==> src/rtl/fp_div_if.sv <==
// Handshake and result bundle for the iterative single-precision divider.
interface fp_div_if #(
   parameter int EXP_W  = 8,
   parameter int MANT_W = 23
);
   localparam int FLP_W = 1 + EXP_W + MANT_W;

   logic              start;
   logic [FLP_W-1:0]  flp_a;
   logic [FLP_W-1:0]  flp_b;
   logic              busy;
   logic              done;
   logic              sign;
   logic [EXP_W-1:0]  exponent;
   logic [MANT_W-1:0] quot;
   logic [EXP_W+1:0]  exp_raw;
   logic              div_zero;

   modport master (
      output start, flp_a, flp_b,
      input  busy, done, sign, exponent, quot, exp_raw, div_zero
   );

   modport slave (
      input  start, flp_a, flp_b,
      output busy, done, sign, exponent, quot, exp_raw, div_zero
   );
endinterface

==> src/rtl/fp_div.sv <==
// Iterative IEEE-754 single-precision divider: restoring mantissa division,
// one quotient bit per clock, truncated result, zero-magnitude flags only.
module fp_div #(
   parameter int EXP_W  = 8,
   parameter int MANT_W = 23,
   parameter int BIAS   = 127
) (
   input  logic     clk,
   input  logic     rst,
   fp_div_if.slave  bus
);
   localparam int NB = MANT_W + 2;
   localparam int FW = MANT_W + 1;
   localparam int XW = EXP_W + 2;
   localparam int SB = EXP_W + MANT_W;
   localparam int CW = $clog2(NB + 1);

   localparam logic [1:0]    S_IDLE  = 2'd0;
   localparam logic [1:0]    S_DIV   = 2'd1;
   localparam logic [1:0]    S_NORM  = 2'd2;
   localparam logic [CW-1:0] LAST    = CW'(NB - 1);
   localparam logic [XW-1:0] BIAS_X  = XW'(BIAS);
   localparam logic [XW-1:0] EMAX_X  = XW'((1 << EXP_W) - 1);

   logic [1:0]        state_q, state_d;
   logic [CW-1:0]     cnt_q, cnt_d;
   logic [NB-1:0]     rem_q, rem_d;
   logic [NB-1:0]     q_q, q_d;
   logic [FW-1:0]     mb_q, mb_d;
   logic [XW-1:0]     e_q, e_d;
   logic              sgn_q, sgn_d;
   logic              dz_q, dz_d;
   logic              zr_q, zr_d;
   logic              busy_q, busy_d;
   logic              done_q, done_d;
   logic              sign_q, sign_d;
   logic [EXP_W-1:0]  exponent_q, exponent_d;
   logic [MANT_W-1:0] quot_q, quot_d;
   logic [XW-1:0]     exp_raw_q, exp_raw_d;
   logic              div_zero_q, div_zero_d;

   logic [FW-1:0]     ma_s, mb_s;
   logic              a_zero_s, b_zero_s;
   logic              ge_s;
   logic [NB-1:0]     rem_sub_s;
   logic [XW-1:0]     norm_exp_s;

   assign ma_s       = {1'b1, bus.flp_a[MANT_W-1:0]};
   assign mb_s       = {1'b1, bus.flp_b[MANT_W-1:0]};
   assign a_zero_s   = (bus.flp_a[SB-1:0] == '0);
   assign b_zero_s   = (bus.flp_b[SB-1:0] == '0);
   assign ge_s       = (rem_q >= {1'b0, mb_q});
   assign rem_sub_s  = ge_s ? (rem_q - {1'b0, mb_q}) : rem_q;
   // q[NB-1] is the integer bit; without it the ratio was below one.
   assign norm_exp_s = q_q[NB-1] ? (e_q + BIAS_X) : (e_q + BIAS_X - XW'(1));

   // Next-state and datapath control for IDLE / DIVIDE / NORM.
   always_comb begin
      state_d    = state_q;
      cnt_d      = cnt_q;
      rem_d      = rem_q;
      q_d        = q_q;
      mb_d       = mb_q;
      e_d        = e_q;
      sgn_d      = sgn_q;
      dz_d       = dz_q;
      zr_d       = zr_q;
      busy_d     = busy_q;
      done_d     = 1'b0;
      sign_d     = sign_q;
      exponent_d = exponent_q;
      quot_d     = quot_q;
      exp_raw_d  = exp_raw_q;
      div_zero_d = div_zero_q;
      case (state_q)
         S_IDLE: begin
            if (bus.start) begin
               mb_d   = mb_s;
               sgn_d  = bus.flp_a[SB] ^ bus.flp_b[SB];
               e_d    = {2'b00, bus.flp_a[SB-1:MANT_W]} - {2'b00, bus.flp_b[SB-1:MANT_W]};
               busy_d = 1'b1;
               cnt_d  = '0;
               q_d    = '0;
               rem_d  = {1'b0, ma_s};
               dz_d   = b_zero_s;
               zr_d   = !b_zero_s && a_zero_s;
               if (b_zero_s || a_zero_s) begin
                  state_d = S_NORM;
               end else begin
                  state_d = S_DIV;
               end
            end else begin
               state_d = S_IDLE;
            end
         end
         S_DIV: begin
            q_d   = {q_q[NB-2:0], ge_s};
            rem_d = rem_sub_s << 1;
            cnt_d = cnt_q + CW'(1);
            if (cnt_q == LAST) begin
               state_d = S_NORM;
            end else begin
               state_d = S_DIV;
            end
         end
         S_NORM: begin
            sign_d = sgn_q;
            if (dz_q) begin
               exponent_d = '1;
               quot_d     = '0;
               exp_raw_d  = EMAX_X;
               div_zero_d = 1'b1;
            end else if (zr_q) begin
               exponent_d = '0;
               quot_d     = '0;
               exp_raw_d  = '0;
               div_zero_d = 1'b0;
            end else if (q_q[NB-1]) begin
               exponent_d = norm_exp_s[EXP_W-1:0];
               quot_d     = q_q[NB-2:1];
               exp_raw_d  = norm_exp_s;
               div_zero_d = 1'b0;
            end else begin
               exponent_d = norm_exp_s[EXP_W-1:0];
               quot_d     = q_q[NB-3:0];
               exp_raw_d  = norm_exp_s;
               div_zero_d = 1'b0;
            end
            done_d  = 1'b1;
            busy_d  = 1'b0;
            state_d = S_IDLE;
         end
         default: begin
            state_d = S_IDLE;
            busy_d  = 1'b0;
         end
      endcase
   end

   // State and result registers with asynchronous reset.
   always_ff @(posedge clk or posedge rst) begin
      if (rst) begin
         state_q    <= S_IDLE;
         cnt_q      <= '0;
         rem_q      <= '0;
         q_q        <= '0;
         mb_q       <= '0;
         e_q        <= '0;
         sgn_q      <= 1'b0;
         dz_q       <= 1'b0;
         zr_q       <= 1'b0;
         busy_q     <= 1'b0;
         done_q     <= 1'b0;
         sign_q     <= 1'b0;
         exponent_q <= '0;
         quot_q     <= '0;
         exp_raw_q  <= '0;
         div_zero_q <= 1'b0;
      end else begin
         state_q    <= state_d;
         cnt_q      <= cnt_d;
         rem_q      <= rem_d;
         q_q        <= q_d;
         mb_q       <= mb_d;
         e_q        <= e_d;
         sgn_q      <= sgn_d;
         dz_q       <= dz_d;
         zr_q       <= zr_d;
         busy_q     <= busy_d;
         done_q     <= done_d;
         sign_q     <= sign_d;
         exponent_q <= exponent_d;
         quot_q     <= quot_d;
         exp_raw_q  <= exp_raw_d;
         div_zero_q <= div_zero_d;
      end
   end

   assign bus.busy     = busy_q;
   assign bus.done     = done_q;
   assign bus.sign     = sign_q;
   assign bus.exponent = exponent_q;
   assign bus.quot     = quot_q;
   assign bus.exp_raw  = exp_raw_q;
   assign bus.div_zero = div_zero_q;
endmodule

==> src/flat_wrapper.sv <==
// flat-port wrapper written by rule: the top's interface ports become plain ports
module fp_div_flat 
#(
   parameter int EXP_W  = 8,
   parameter int MANT_W = 23,
   parameter int BIAS   = 127
)
  (clk, rst, bus_start, bus_flp_a, bus_flp_b, bus_busy, bus_done, bus_sign, bus_exponent, bus_quot, bus_exp_raw, bus_div_zero);
  fp_div_if #(.EXP_W(EXP_W), .MANT_W(MANT_W)) bus_i ();
  input  logic clk;
  input  logic rst;
  input wire logic [$bits(bus_i.start)-1:0] bus_start;
  input wire logic [$bits(bus_i.flp_a)-1:0] bus_flp_a;
  input wire logic [$bits(bus_i.flp_b)-1:0] bus_flp_b;
  output wire logic [$bits(bus_i.busy)-1:0] bus_busy;
  output wire logic [$bits(bus_i.done)-1:0] bus_done;
  output wire logic [$bits(bus_i.sign)-1:0] bus_sign;
  output wire logic [$bits(bus_i.exponent)-1:0] bus_exponent;
  output wire logic [$bits(bus_i.quot)-1:0] bus_quot;
  output wire logic [$bits(bus_i.exp_raw)-1:0] bus_exp_raw;
  output wire logic [$bits(bus_i.div_zero)-1:0] bus_div_zero;
  assign bus_i.start = bus_start;
  assign bus_i.flp_a = bus_flp_a;
  assign bus_i.flp_b = bus_flp_b;
  assign bus_busy = bus_i.busy;
  assign bus_done = bus_i.done;
  assign bus_sign = bus_i.sign;
  assign bus_exponent = bus_i.exponent;
  assign bus_quot = bus_i.quot;
  assign bus_exp_raw = bus_i.exp_raw;
  assign bus_div_zero = bus_i.div_zero;
  fp_div #(.EXP_W(EXP_W), .MANT_W(MANT_W), .BIAS(BIAS)) u_core (.clk(clk), .rst(rst), .bus(bus_i));
endmodule
==> config.mk <==
export PLATFORM = sky130hd
export DESIGN_NAME = fp_div_flat
export DESIGN_NICKNAME = d
export VERILOG_FILES = /design/src/rtl/fp_div_if.sv /design/src/rtl/fp_div.sv /design/src/flat_wrapper.sv
export SDC_FILE = /design/constraint.sdc
export NUM_CORES = 1
export LEC_CHECK = 0
export CAP_MARGIN = 20
export CORE_MARGIN = 2
export CORE_UTILIZATION = 31
export CTS_BUF_LIST = sky130_fd_sc_hd__clkbuf_16
export DETAILED_ROUTE_END_ITERATION = 12
export HOLD_SLACK_MARGIN = 0.12
export PLACE_DENSITY = 0.58
export SLEW_MARGIN = 20
export SYNTH_ARGS = -nofsm -noshare
export SYNTH_HDL_FRONTEND = slang
export SYNTH_SLANG_ARGS = --single-unit
==> constraint.sdc <==
create_clock -name clk -period 9.42 [get_ports clk]
set_clock_uncertainty 0.15 [all_clocks]
set_input_delay 1.884 -clock clk [delete_from_list [all_inputs] [get_ports clk]]
set_output_delay 1.884 -clock clk [all_outputs]
set_load 0.01 [all_outputs]
# [After elaboration in Yosys (flattened, before gate mapping)]
# Cells that the tools add are included.
[word_totals] word_cells=61 register_bits=139 in_bits=67
[classes] addsub=5 magnitude_cmp=1 bitwise_logic=2 n_reduce_logical=10 eq_ne=4 n_mux=23
[op_table] op="25-bit case mux with 2 select lines" count=2
[op_table] op="23-bit two-way mux" count=3
[op_table] op="31-bit logical NOT" count=2
[op_table] op="25-bit two-way mux" count=2
[op_table] op="10-bit two-way mux" count=3
[op_table] op="25-bit by 24-bit >= comparator with 1-bit output" count=1
[op_table] op="24-bit two-way mux" count=1
[op_table] op="24-bit subtractor" count=1
[op_table] op="8-bit two-way mux" count=2
[op_table] op="10-bit by 7-bit adder with 10-bit output, second input constant" count=1
[op_table] op="5-bit case mux with 2 select lines" count=1
[op_table] op="10-bit by 1-bit subtractor with 10-bit output, second input constant" count=1
[op_table] op="8-bit by 8-bit subtractor with 9-bit output" count=1
[op_table] op="2-bit two-way mux" count=3
[op_table] op="2-bit AND reduction" count=3
[op_table] op="5-bit by 1-bit adder with 5-bit output, second input constant" count=1
[op_table] op="5-bit equality test, second input constant" count=1
[op_table] op="5-bit two-way mux" count=1
[op_table] op="2-bit case mux with 2 select lines" count=1
[op_table] op="1-bit two-way mux" count=3
[op_table] op="2-bit by 1-bit equality test with 1-bit output, second input constant" count=1
[op_table] op="2-bit equality test, second input constant" count=1
[op_table] op="2-bit logical NOT" count=1
[op_table] op="2-bit != test, second input constant" count=1
[op_table] op="7 further kinds" count=7

# [Longest topological paths before layout]
[depth] word_depth=5 depth_mapped=12 mapped_depth_nobuf=11

# [Worst setup path after synthesis]
# OpenSTA, ideal clock, no wires.
[synth_path] kind="input -> register" startpoint="input bus_flp_b[25]" endpoint="register u_core.e_q[8]" setup_time_ns=0.096 path_slack_ns=5.905 required_time_ns=9.174 t_arrival_ns=3.269 path_stages=10 cell_sequence="inv_1 ha_1 nor2b_1 o21ai_0 nand2b_1 a21o_1 a21o_1 a21oi_1 nor2b_1 o31ai_1"
[synth_via] elab_chain_len=1
[synth_lines] item="from (decl)" line="flat_wrapper.sv:14" text="input wire logic [$bits(bus_i.flp_b)-1:0] bus_flp_b;"
[synth_lines] item="8-bit by 8-bit subtractor with 9-bit output" line="fp_div.sv:80" text="e_d = {2'b00, bus.flp_a[SB-1:MANT_W]} - {2'b00, bus.flp_b[SB-1:MANT_W]};"
[synth_lines] item="to (signal assigned)" line="fp_div.sv:148" text="e_q <= '0;"
[synth_lines] item="to (signal assigned)" line="fp_div.sv:165" text="e_q <= e_d;"
[synth_lines] item="to (decl)" line="fp_div.sv:30" text="logic [XW-1:0] e_q, e_d;"
# Every way passes these cells.
# A chain may end at the register's enable or synchronous reset.

# [Final worst setup path]
[layout_path] startpoint="input bus_flp_b[24]" endpoint="register u_core.e_q[7]"
# Same word-level chain as after synthesis.

==> reports/results.txt <==
status: finished, final reports clean
Layout area overhead: 25.0%
TritonCTS clock tree: yes
ys flop type: dfrtp_1
final net count: 1081
total power: 3.60 mW
design area: 9670 um2
H-Tree Depth: 4
worst min path class: reg2reg
Avg WL per Cell: 15.0 um
Num Clock Sinks: 130
Post-CTS Setup Bufs: 0
DP Wirelength: 14100 um
CP Data Arrival Time: 4070 ps
FP Rows: 57
CTS Root Buffer Type: clkbuf_16
Chip Height: 162 um
CP Launch Type: input pin
CP Max Fanout: 3
First-pass DRT Iterations: 5
worst-margin pin slew: 808 ps
Post-synth top cells: nand2_1, dfrtp_1, o21ai_0, inv_1, a21oi_1
Max Cap Viol: 0
most numerous cell in the Yosys netlist: nand2_1
Placed Cells incl. Taps: 1281
fraction of registers with async set/reset: 100%
RSZ-0062 raised after global routing: no
final wirelength: 19700 um
# IOs: 112
Via-to-Cell Ratio: 4.97
Rel. slew slack: 46.1%
Syn Nets: 998
Mapped Cells: 893
Reg clk slew, reported paths: 60 ps
die area: 26200 um2
Synth Register Bits: 130
Placer Congestion: 0.833
post-CTS sizing: 0
Mean Syn Cell Area: 8.66 um2
fin crit share: 41.3%
Layout Cells excl Fill: 1313
CORE AREA: 24400 um2
Inserted Diodes: 0
Post-DRT Antenna Nets: 0
area share of the largest cell type after synthesis: 42.1%
pwr dens: 372 nW/um2
Seq/Total Area, Yosys: 42.1%
cell taking the most area after synthesis: dfrtp_1
number of enable flip-flop cells after synthesis: 0
CTS buffer count: 17
fillers: 2527
Peak VDD IR: 0.137 mV
final setup margin: 5530 ps
worst skew pair latency: 420 ps
synthesized area: 7730 um2
Initial DRC Count: 337
Fin. Hold Viols: 0
Cell Area, Placed: 9070 um2
pin count of the biggest net entering global routing: 84
GR Util All Layers: 15.8%
crit path kind: in2reg
vias in the first global route: 6345
share of cells above drive strength 1: 6.07%
die width: 162 um
Critical Path RT: 9610 ps
Fmax: 0.257 GHz
P_leak: 4.25 nW
hold buffers post-CTS: 0
Yosys warning total: 0
pre-CTS setup slack: 5090 ps
input/output buffers: 111
GR Overflow Total: 0
Cell variety after synth: 65
antenna violations before repair: 0
via count: 6526
FF+latch area: 3250 um2
max-slew violation count: 0
WHS Path Cells: 2
Setup Viol. Count Final: 0
drt drc: 0
area of the multi-input gates: 4030 um2
top post-synthesis cells by area: dfrtp_1, nand2_1, ha_1
Fin Setup TNS: 0 ps
wire length of the first global-routing pass: 33000 um
Crit. End Element: flop
final worst path period need: 3890 ps
effective utilization at floorplan: 31.7%
Max Buffers Root-to-Sink: 2
FF-to-FF path depth: 10
==> sequential cells by signal (all words and copies together) (netlist names) <==
signal               count
u_core.bus.sign          1
u_core.rem_q            25
u_core.bus.quot         23
u_core.q_q              25
u_core.bus.done          1
u_core.zr_q              1
u_core.state_q           2
u_core.bus.div_zero      1
u_core.bus.exp_raw      10
u_core.sgn_q             1
u_core.dz_q              1
u_core.mb_q             24
u_core.e_q               9
u_core.bus.busy          1
u_core.cnt_q             5
==> metal layers <==
layer	vias up	track usage [%]	part of all wire (%)
li1	3276	-	-
met4	0	3.98	0.90
met2	118	27.4	49
met1	3122	20.4	46
met3	10	3.01	3.4
met5	-	0	0
==> power breakdown <==
group	switching (mW)	internal (mW)
registers	0.165	0.794
logic	1.09	0.889
clock network	0.286	0.377
==> cell families (layout without fill, tap and decap cells) <==
| kind of cell | count (synthesis) | count (layout) | share of synthesized area [%] |
|---|---|---|---|
| AO/OA/AOI/OAI | 209 | 209 | 17.3 |
| XOR/XNOR | 33 | 33 | 3.74 |
| adder cells (fa/ha/maj) | 38 | 38 | 6.35 |
| buffers and inverters | 108 | 204 | 5.97 |
| flip-flops | 130 | 130 | 42.1 |
| multiplexers | 36 | 36 | 4.79 |
| AND/OR/NAND/NOR | 339 | 339 | 19.8 |
==> layout make-up <==
class,instances,share of cell area (%)
Clock inverter,15,1.72
Timing Repair Buffer,118,12.2
Tap cell,324,4.19
Clock buffer,17,4.40
Sequential cell,130,33.7
Inverter,54,2.12
Multi-Input combinational cell,655,41.7
==> final timing paths <==
check	slack, ps	start	to
setup / recovery	5530	bus_flp_b[24]	u_core.e_q[7]
hold / removal	300	u_core.mb_q[23]	u_core.mb_q[23]
setup reg to reg	6460	u_core.mb_q[0]	u_core.rem_q[23]
hold reg to reg	300	u_core.mb_q[23]	u_core.mb_q[23]
max in group asynchronous	6170	rst	u_core.mb_q[7]
min in group asynchronous	1770	rst	u_core.bus.quot[4]
==> placed cells by master, fill, tap and decap left out, types with 3 or more instances in the layout <==
cell type / n
nor3_1: 16
nand4b_1: 3
dfrtp_1: 130
o21a_1: 5
inv_6: 5
nand3b_1: 3
clkdlybuf4s50_1: 111
inv_1: 53
nand3_1: 34
nand2b_1: 6
a21o_1: 13
inv_8: 4
a31oi_1: 15
xor2_1: 8
a21oi_1: 46
nand4_1: 10
clkinvlp_4: 3
nand2_1: 180
clkbuf_16: 17
o31ai_1: 7
and3_1: 8
nor4_1: 15
mux2_2: 4
a211oi_1: 10
o21ai_0: 78
nor2_1: 40
a32o_1: 6
ha_1: 36
xnor2_1: 25
nor2b_1: 10
mux2i_1: 31
buf_4: 5
or3_1: 3
==> worst max-delay path, cell delays in order <==
cell and delay, ps:
clkdlybuf4s50_1 540, inv_1 60, ha_1 280, nor2b_1 120, o21ai_0 180, a21boi_0 150, o21ai_0 220, a21boi_0 150
o21ai_0 220, nand4b_1 130, o211ai_1 130
==> stage by stage <==
stage               util [%]  hold slack [ps]
floorplan                  -              268
global placement        37.1              282
detailed placement      37.2              289
CTS                     39.6              305
global route            39.6              343
finish                  39.6              305
Note: power is estimated with default switching activity, not from simulation.
